--- src/rtl/shift_sequencer_pkg.sv ---
// Shared definitions for the multi-cycle shift/rotate sequencer:
// widths, opcode encodings, FSM states and the step-count reduction.
package shift_sequencer_pkg;

  localparam int WIDTH = 8;
  localparam int CNT_W = 4;

  localparam logic [2:0] OP_ROR = 3'b000;
  localparam logic [2:0] OP_ROL = 3'b001;
  localparam logic [2:0] OP_LSL = 3'b010;
  localparam logic [2:0] OP_LSR = 3'b011;
  localparam logic [2:0] OP_ASR = 3'b100;

  typedef enum logic [1:0] {
    ST_IDLE = 2'b00,
    ST_RUN  = 2'b01,
    ST_FIN  = 2'b10
  } state_e;

  // Rotates wrap every WIDTH steps; shifts saturate once every bit is gone.
  function automatic logic [CNT_W-1:0] eff_count(input logic [2:0] op,
                                                 input logic [WIDTH-1:0] amt);
    logic [CNT_W-1:0] n;
    n = '0;
    case (op)
      OP_ROR, OP_ROL:         n = {1'b0, amt[2:0]};
      OP_LSL, OP_LSR, OP_ASR: n = (amt >= WIDTH'(8)) ? CNT_W'(8) : amt[CNT_W-1:0];
      default:                n = '0;
    endcase
    return n;
  endfunction

endpackage

--- src/rtl/shift_step.sv ---
// Purely combinational single-bit shift/rotate step for the sequencer datapath.
module shift_step
  import shift_sequencer_pkg::*;
(
  input  logic [WIDTH-1:0] work_i,
  input  logic [2:0]       opcode_i,
  output logic [WIDTH-1:0] step_o
);

  always_comb begin
    step_o = work_i;
    case (opcode_i)
      OP_ROR:  step_o = {work_i[0], work_i[WIDTH-1:1]};
      OP_ROL:  step_o = {work_i[WIDTH-2:0], work_i[WIDTH-1]};
      OP_LSL:  step_o = {work_i[WIDTH-2:0], 1'b0};
      OP_LSR:  step_o = {1'b0, work_i[WIDTH-1:1]};
      OP_ASR:  step_o = {work_i[WIDTH-1], work_i[WIDTH-1:1]};
      default: step_o = work_i;
    endcase
  end

endmodule

--- src/rtl/shift_sequencer.sv ---
// Multi-cycle shift/rotate controller: captures an operand, reduces the amount
// to a step count, applies one single-bit step per clock and pulses DONE.
module shift_sequencer
  import shift_sequencer_pkg::*;
(
  input  logic             CLK,
  input  logic             RESET,
  input  logic             START,
  input  logic [2:0]       OPCODE,
  input  logic [WIDTH-1:0] DATA,
  input  logic [WIDTH-1:0] AMOUNT,
  output logic [WIDTH-1:0] RESULT,
  output logic             BUSY,
  output logic             DONE
);

  state_e           state_q, state_d;
  logic [WIDTH-1:0] work_q, work_d;
  logic [WIDTH-1:0] result_q, result_d;
  logic [CNT_W-1:0] count_q, count_d;
  logic [2:0]       opcode_q, opcode_d;
  logic [CNT_W-1:0] start_cnt;
  logic [WIDTH-1:0] stepped;

  assign start_cnt = eff_count(OPCODE, AMOUNT);

  shift_step u_step (
    .work_i   (work_q),
    .opcode_i (opcode_q),
    .step_o   (stepped)
  );

  always_ff @(posedge CLK) begin
    if (RESET) begin
      state_q  <= ST_IDLE;
      work_q   <= '0;
      result_q <= '0;
      count_q  <= '0;
      opcode_q <= '0;
    end else begin
      state_q  <= state_d;
      work_q   <= work_d;
      result_q <= result_d;
      count_q  <= count_d;
      opcode_q <= opcode_d;
    end
  end

  always_comb begin
    state_d  = state_q;
    work_d   = work_q;
    result_d = result_q;
    count_d  = count_q;
    opcode_d = opcode_q;
    case (state_q)
      ST_IDLE, ST_FIN: begin
        if (START) begin
          work_d   = DATA;
          opcode_d = OPCODE;
          if (start_cnt == '0) begin
            state_d  = ST_FIN;
            result_d = DATA;
          end else begin
            state_d = ST_RUN;
            count_d = start_cnt;
          end
        end else if (state_q == ST_FIN) begin
          state_d = ST_IDLE;
        end
      end
      ST_RUN: begin
        // START is deliberately not looked at here: an in-flight op is never disturbed.
        work_d  = stepped;
        count_d = count_q - CNT_W'(1);
        if (count_q == CNT_W'(1)) begin
          state_d  = ST_FIN;
          result_d = stepped;
        end
      end
      default: state_d = ST_IDLE;
    endcase
  end

  assign RESULT = result_q;
  assign BUSY   = (state_q == ST_RUN);
  assign DONE   = (state_q == ST_FIN);

endmodule

--- config.mk ---
export PLATFORM = sky130hd
export DESIGN_NAME = shift_sequencer
export DESIGN_NICKNAME = d
export VERILOG_FILES = /design/src/rtl/shift_sequencer_pkg.sv /design/src/rtl/shift_step.sv /design/src/rtl/shift_sequencer.sv
export SDC_FILE = /design/constraint.sdc
export NUM_CORES = 1
export LEC_CHECK = 0
export BUFFER_PORTS_ARGS = -buffer_cell sky130_fd_sc_hd__buf_4
export CORE_MARGIN = 1
export CORE_UTILIZATION = 35
export CTS_CLUSTER_DIAMETER = 200
export DETAILED_ROUTE_END_ITERATION = 16
export PLACE_DENSITY = 0.55
export SLEW_MARGIN = 20
export SYNTH_ARGS = -nofsm -noshare
export SYNTH_HDL_FRONTEND = slang
export SYNTH_SLANG_ARGS = --single-unit
--- constraint.sdc ---
create_clock -name CLK -period 2.08 [get_ports CLK]
set_input_delay 0.52 -clock CLK [delete_from_list [all_inputs] [get_ports CLK]]
set_output_delay 0.52 -clock CLK [all_outputs]
set_load 0.1 [all_outputs]
==> metrics.yaml <==
status: "finished clean"
avgSynthCellArea_um2: 8.12
die_x_um: 70.6
portBuffers: 31
die_y_um: 70.6
final.setup.tns_ns: 0
cts_resized: 0
min_path_type: "flop to flop"
leakage_nw: 0.775
drive_above_1_share_pct: 24.4
fin_crit_sh_pct: 88.0
start_util_pct: 37.1
worstMarginPinSlew_ns: 0.457
worstSetupEndpointType: "output pin"
synth.most_common_cell: "dfxtp_1"
crit_fanout: 10
hold_end: "RESULT[2]"
timing.fmax_ghz: 0.547
final_cell_area_um2: 2010
skew_ns: 0.00231
rsz0062_at_grt: "no"
diodes: 0
power_density_nw_per_um2: 681
ctsHoldBuffers: 0
drc: 0
routabilityCongestion: 0.742
reg2reg_from: "count_q[0]"
yosysWarnings: 0
syn_nets: 227
synth_seq_cells: 25
synthTopCellsByArea: "dfxtp_1, a21oi_1, o211ai_1"
synth_edf_count: 0
placed_area_um2: 1970
cts_max_level: 1
worst-r2r-cell-count: 6
finalNetCount: 259
netlist_area_um2: 1650
cts_buffer_depth: 2
nFillCells: 482
clk_latency_ns: 0.26
r2r-end: "RESULT[6]"
timing.final.hold_violations: 0
hold_depth: 2
clkSinkCount: 25
hp-start: "RESULT[2]"
slew_headroom_pct: 69.4
dieArea_um2: 4990
critPathKind: "flop to output pin"
ant_nets: 0
viasPerCell: 5.44
first_iter_violations: 104
postCtsSetupRepairBufs: 0
syn2layout_area_growth_pct: 22.2
synthTopCellsByCount: "dfxtp_1, a21oi_1, nand2_1, nor2_1, o211ai_1"
reg2reg_slack_ns: 0.30
setup-violations-final: 0
cts_tree: "built"
antenna_found_initial: 0
synth_top_area_share_pct: 30.4
startpoint_type: "flop"
slew_viol_final: 0
first_global_vias: 1488
grt_overflow_total: 0
synthCells: 203
async_flop_share_pct: 0
ys.flop_type: "dfxtp_1"
synth_top_cell_by_area: "dfxtp_1"
required_ns: 1.56
wl_mm: 4.19
dp_hpwl_mm: 3.08
grt_first_pass_wirelength_mm: 7.38
cp_data_arrival_time_ns: 1.31
yosysUniqueCellTypes: 49
numCtsBuffers: 3
clk_pin_slew_worst_paths_ns: 0.09
peakVddDrop_mv: 0.392
fp.coreArea_um2: 4440
io_pins: 32
finalCriticalPeriod_ns: 1.83
rows: 24
maxCapViolCount: 0
track_usage_pct: 18.5
wl_per_cell_um: 14.7
grt_max_degree: 27
dr_total_vias: 1557
detail_route.first_pass.iterations: 4
clockRootBuffer: "clkbuf_8"
seq_area_frac_synth_pct: 30.4
## cell families after synthesis
kind of cell	synth area share, %
compound gates	34.9
fa+ha+maj	1.52
buf+inv	5.31
flops	30.4
mux	3.11
simple gates	24.8
## stage by stage
step	cells	power [W]	util (%)	setup slack (ns)	hold WS (ns)
floorplan	203	0.000942	-	0.268	0.455
global placement	282	0.00109	44.3	0.175	0.445
detailed placement	282	0.00109	44.3	0.149	0.446
CTS	286	0.00138	45.3	0.248	0.461
global route	286	0.00145	45.3	0.186	0.479
finish	286	0.00137	45.3	0.251	0.459
## cell type report
cell class | count | area (um2) | area share [%]
Clock buffer | 4 | 45.0 | 2.24
Multi-Input combinational cell | 157 | 1060 | 52.7
Timing Repair Buffer | 43 | 323 | 16.0
Tap cell | 52 | 65.1 | 3.23
Sequential cell | 25 | 500 | 24.8
Inverter | 5 | 18.8 | 0.932
## metal layers
metal | wire, um | share of wire (%) | up-vias | GRT usage [%]
li1 | - | - | 820 | -
met1 | 2110 | 50 | 717 | 27.1
met3 | 129 | 3.1 | 2 | 2.14
met5 | 0 | 0 | - | 0
met2 | 1930 | 46 | 18 | 29.4
met4 | 26 | 0.62 | 0 | 4.00
## flip-flops by register name (all words and copies together), names as in the netlist
signal    cells
work_q        8
count_q       4
state_q       2
RESULT        8
opcode_q      3
## worst max-delay path by stage
stage | start | end | slack, ns | cells after the start
after floorplan | state_q[0] | BUSY | 0.27 | 5
after global placement | AMOUNT[3] | RESULT[7] | 0.17 | 7
after detailed placement | AMOUNT[3] | count_q[0] | 0.15 | 6
after CTS | state_q[0] | BUSY | 0.25 | 3
after global routing | opcode_q[2] | work_q[2] | 0.19 | 5
final | state_q[0] | BUSY | 0.25 | 3
## worst max-delay path: stages (launching register included)
cell	delay (ns)
dfxtp_1	0.41
nand2b_1	0.10
inv_2	0.19
buf_4	0.33
## placed cells by master (no fill, tap or decap), types with 3 or more instances in the layout
cell and n:
nor2b_1 7, o31ai_1 3, o2111ai_1 6, a21oi_1 21
nand2_1 17, a211oi_1 3, o21ai_1 4, buf_4 43
o211ai_1 12, and3b_1 6, nor3b_1 6, nor2_1 14
inv_1 4, and2_1 6, dfxtp_1 25, clkbuf_8 3
mux2i_1 4, nand3b_1 3, o21ai_0 11
## power breakdown
| part | leakage (nW) | switching (W) | total (W) | internal, W |
|---|---|---|---|---|
| logic | 0.547 | 0.000315 | 0.000507 | 0.000192 |
| clock network | 0.0228 | 0.000152 | 0.000289 | 0.000137 |
| registers | 0.205 | 0.0000490 | 0.000575 | 0.000526 |
No activity file was read; power rests on OpenSTA's default activity.
